--- src/rtl/stage_seq_pkg.sv ---
// Shared types and helpers for the packet-parser stage sequencer.
`default_nettype none

package stage_seq_pkg;

    typedef enum logic [1:0] {
        IDLE = 2'd0,
        ARM  = 2'd1,
        RUN  = 2'd2,
        HOLD = 2'd3
    } seq_state_t;

    // clog2 clamped to at least one bit so single-value counters stay legal vectors
    function automatic int safe_clog2(input int value);
        int r;
        r = $clog2(value);
        return (r < 1) ? 1 : r;
    endfunction

endpackage

`default_nettype wire

--- src/rtl/stage_sequencer.sv ---
// One-hot stage-enable sequencer: a tuser header pulse arms it, then each stage
// is enabled for DWELL unstalled cycles, with busy/done/overrun status.
`default_nettype none

module stage_sequencer
    import stage_seq_pkg::*;
#(
    parameter int NUM_STAGES = 4,
    parameter int DWELL      = 1,
    parameter bit HOLD_LAST  = 1'b1
) (
    input  logic                  clk,
    input  logic                  rst,
    input  logic                  tuser,
    input  logic                  stall,
    input  logic                  abort,
    output logic [NUM_STAGES-1:0] stage_ready,
    output logic                  busy,
    output logic                  done,
    output logic                  overrun
);

    localparam int IDX_W = safe_clog2(NUM_STAGES);
    localparam int CNT_W = safe_clog2(DWELL);
    localparam logic [IDX_W-1:0] LAST_IDX = IDX_W'(NUM_STAGES - 1);
    localparam logic [CNT_W-1:0] LAST_CNT = CNT_W'(DWELL - 1);

    if ((NUM_STAGES < 2) || (NUM_STAGES > 32)) begin : g_bad_num_stages
        $error("stage_sequencer: NUM_STAGES must be in 2..32");
    end
    if ((DWELL < 1) || (DWELL > 16)) begin : g_bad_dwell
        $error("stage_sequencer: DWELL must be in 1..16");
    end

    seq_state_t            state_q, state_d;
    logic [IDX_W-1:0]      idx_q, idx_d;
    logic [CNT_W-1:0]      cnt_q, cnt_d;
    logic [NUM_STAGES-1:0] stage_ready_q, stage_ready_d;
    logic                  busy_q, busy_d;
    logic                  done_q, done_d;
    logic                  overrun_q, overrun_d;

    always_comb begin
        state_d       = state_q;
        idx_d         = idx_q;
        cnt_d         = cnt_q;
        done_d        = 1'b0;
        overrun_d     = 1'b0;
        stage_ready_d = '0;

        if (abort) begin
            state_d = IDLE;
            idx_d   = '0;
            cnt_d   = '0;
        end else if (tuser) begin
            state_d   = ARM;
            idx_d     = '0;
            cnt_d     = '0;
            overrun_d = (state_q == ARM) || (state_q == RUN);
        end else if (!stall) begin
            case (state_q)
                ARM: begin
                    state_d = RUN;
                    idx_d   = '0;
                    cnt_d   = '0;
                end
                RUN: begin
                    if (cnt_q != LAST_CNT) begin
                        cnt_d = cnt_q + 1'b1;
                    end else begin
                        cnt_d = '0;
                        if (idx_q == LAST_IDX) begin
                            // HOLD keeps idx at the final stage so the enable stays decoded
                            state_d = HOLD_LAST ? HOLD : IDLE;
                            if (!HOLD_LAST) begin
                                idx_d = '0;
                            end
                        end else begin
                            idx_d  = idx_q + 1'b1;
                            done_d = (idx_d == LAST_IDX);
                        end
                    end
                end
                default: ;
            endcase
        end

        busy_d = (state_d == ARM) || (state_d == RUN);
        for (int i = 0; i < NUM_STAGES; i++) begin
            stage_ready_d[i] = ((state_d == RUN) || (state_d == HOLD)) &&
                               (idx_d == IDX_W'(NUM_STAGES - 1 - i));
        end
    end

    always_ff @(posedge clk or negedge rst) begin
        if (!rst) begin
            state_q       <= IDLE;
            idx_q         <= '0;
            cnt_q         <= '0;
            stage_ready_q <= '0;
            busy_q        <= 1'b0;
            done_q        <= 1'b0;
            overrun_q     <= 1'b0;
        end else begin
            state_q       <= state_d;
            idx_q         <= idx_d;
            cnt_q         <= cnt_d;
            stage_ready_q <= stage_ready_d;
            busy_q        <= busy_d;
            done_q        <= done_d;
            overrun_q     <= overrun_d;
        end
    end

    assign stage_ready = stage_ready_q;
    assign busy        = busy_q;
    assign done        = done_q;
    assign overrun     = overrun_q;

endmodule

`default_nettype wire

--- config.mk ---
export PLATFORM = sky130hd
export DESIGN_NAME = stage_sequencer
export DESIGN_NICKNAME = d
export VERILOG_FILES = /design/src/rtl/stage_seq_pkg.sv /design/src/rtl/stage_sequencer.sv
export SDC_FILE = /design/constraint.sdc
export NUM_CORES = 1
export LEC_CHECK = 0
export ABC_AREA = 1
export BUFFER_PORTS_ARGS = -buffer_cell sky130_fd_sc_hd__buf_2
export CORE_AREA = 2 2 39 41
export DETAILED_ROUTE_END_ITERATION = 7
export DIE_AREA = 0 0 41 43
export PLACE_DENSITY = 0.63
export REMOVE_ABC_BUFFERS = 1
export SLEW_MARGIN = 0
export SYNTH_ARGS = -nofsm -noshare
export SYNTH_HDL_FRONTEND = slang
export SYNTH_SLANG_ARGS = --single-unit
--- constraint.sdc ---
create_clock -name clk -period 2.6 [get_ports clk]
set_clock_uncertainty 0.15 [all_clocks]
set_input_delay 0.52 -clock clk [delete_from_list [all_inputs] [get_ports clk]]
set_output_delay 0.52 -clock clk [all_outputs]
set_load 0.05 [all_outputs]
==> results.tsv <==
metric	value	unit
clock sinks	11	
worst setup margin	0.471	ns
Fmax achieved	470	MHz
Antenna Cells	0	
Syn. warnings	0	
power per cell area	537	mW/mm^2
post-CTS sizing	0	
largest net degree at the start of global routing	12	
DRC Markers	0	
design area	659	sq um
initial antenna violation count	0	
final hold vios	0	
Starting Density	39.6	%
met2 WL	510	microns
commonest non-fill, non-tap cells in the layout	dfrtp_1, buf_2, inv_1	
flip-flop and latch count after synthesis	11	
Syn Inst Count	60	
unrepaired setup endpoints after global routing	no	
Post-Place Cell Area	623	sq um
WS Path Type	flop to flop	
Synth Area in Adders	9.13	%
Met3 Routed Length	31	microns
area share of and/or/nand/nor cells after synthesis	24.7	%
Initial DRT Pass Iterations	3	
Worst-path clk slew	0.07	ns
Hold Crit Depth	2	
total power	354	uW
final setup fails	0	
drt initial violations	4	
clock buffer depth	2	
post-synth top area cell	dfrtp_1	
Worst setup SP type	flop	
Peak VDD IR	0.000293	V
first-pass GRT wire length	1.72	mm
Num CTS Buffers	3	
Setup TNS Final	0	ns
Max FO, Critical Path	3	
multiplexer share of the synthesized area	0	%
Final Non-Filler Cells	92	
worst-skew pair later-pin latency	0.27	ns
XOR/XNOR Fraction of Synth Area	0	%
DR WL/cell	10.2	microns
Pins Over Slew Limit	0	
CTS tree	done	
Worst slew margin	81.0	%
met1 wire length	395	microns
port bufs	11	
Die W	41	microns
Rows	14	
Worst setup EP type	flop	
Final Wtd Congestion	0.756	
post-DP HPWL	727	microns
Reg2Reg Setup Slack	0.47	ns
Synth top area share	50.2	%
Worst-Margin Slew	0.285	ns
P&R area growth vs syn	20.3	%
dpl ws	0.494	ns
RR Endpoint	stage_ready[0]$_DFF_PN0_	
drt total wl	937	microns
Hold EP	overrun$_DFF_PN0_	
die height	43	microns
CTS H-tree lvls	1	
top post-synthesis cells by area	dfrtp_1, ha_1, inv_1	
worst r2r src	state_q[1]$_DFF_PN0_	
Yosys cell types	17	
vias in the first global route	416	
Leak	0.370	nW
mapped cell area	548	sq um
IO Count	12	
FF-to-FF path depth	11	
share of layout cells above drive strength 1	35.5	%
Die ar.	0.00176	sq mm
minimum clock period	2.13	ns
worst path arrival time	2.13	ns
Fill cells	138	
Final period util	81.9	%
DR vias	414	
# nets final	86	
sequential fraction of the synthesis area	50.2	%
root buffer cell	clkbuf_4	
core area	0.00138	sq mm
Req. time, crit path	2.60	ns
Hold Crit Start	abort	
dpl cells	87	
outcome	completed	
top layer in use	met3	
Avg Cell Area, Syn	9.13	sq um
via/cell ratio	4.50	
largest family of logic cells by synthesized area	simple AND/OR/NAND/NOR gates	
post-synthesis compound-gate area fraction	7.08	%
Worst Hold Class	input port to flop	
Max-Cap Viols	0	
GRT Util Overall	15.0	%
Routed Antenna Nets	0	
Congestion Overflow GR	0	
==> state kept, by name, indices dropped and copies added, names as in the netlist <==
signal	cells
busy	1
done	1
state_q	2
overrun	1
idx_q	2
stage_ready	4
==> final cells by class <==
type	count	area, sq um	area share [%]
Clock buffer	4	26.3	3.98
Sequential cell	11	275	41.7
Tap cell	16	20.0	3.04
Multi-Input combinational cell	36	224	34.0
Inverter	13	48.8	7.40
Timing Repair Buffer	12	65.1	9.87
==> cell families after synthesis <==
kind of cell             Yosys count
AND/OR/NAND/NOR                   25
buffers and inverters             13
flip-flops                        11
AO/OA/AOI/OAI                      7
adder cells (fa/ha/maj)            4
==> cell usage after synthesis <==
library cell  number
dfrtp_1           11
inv_1              9
nand2_1            7
nor2_1             5
ha_1               4
inv_2              4
a21oi_1            3
nand2_2            3
o21ai_1            3
nand3_1            2
nor2_4             2
nor3_1             2
a21oi_2            1
nand3_2            1
nand4_1            1
nor2_2             1
or2_2              1
==> worst max path at each step <==
stage	startpoint	end	slack, ns	cells past startpoint
final	state_q[1]$_DFF_PN0_	stage_ready[0]$_DFF_PN0_	0.47	11
after global routing	state_q[1]$_DFF_PN0_	stage_ready[0]$_DFF_PN0_	0.30	11
after CTS	state_q[1]$_DFF_PN0_	stage_ready[0]$_DFF_PN0_	0.46	11
after detailed placement	state_q[1]$_DFF_PN0_	stage_ready[0]$_DFF_PN0_	0.49	11
after global placement	state_q[1]$_DFF_PN0_	stage_ready[0]$_DFF_PN0_	0.53	11
after floorplan	state_q[1]$_DFF_PN0_	stage_ready[0]$_DFF_PN0_	0.63	11
==> routing by layer <==
layer  track usage (%)  vias up
met4              10.0        0
met2              22.8        7
met3              4.71        0
met5                 0        -
li1                  -      219
met1              16.8      188
==> repair_timing <==
action                                 4_1_cts  5_1_grt
hold buffers                                 1        0
endpoints found under the hold margin       11        0
setup buffers                                0        0
==> power breakdown <==
group / total, mW / internal [mW] / switching [mW]
Combinational: 0.0585 / 0.0166 / 0.0419
Clock: 0.117 / 0.0594 / 0.0573
Sequential: 0.179 / 0.177 / 0.00212
Total: 0.354 / 0.253 / 0.101
==> metrics by stage <==
stage	util (%)	hold slack (ns)
5_1_grt	47.6	0.332
3_3_place_gp	45.0	0.247
3_5_place_dp	45.0	0.253
4_1_cts	47.6	0.324
2_1_floorplan	-	0.0744
6_report	47.6	0.333
==> worst max-delay path, cell delays in order (launching register included) <==
cell,delay (ns)
dfrtp_1,0.36
inv_1,0.05
ha_1,0.34
inv_2,0.07
nor2_4,0.11
nand2_2,0.08
nand2_1,0.09
a21oi_1,0.08
ha_1,0.19
or2_2,0.31
nand4_1,0.11
nor2_1,0.05
Note: power is estimated with default switching activity, not from simulation.
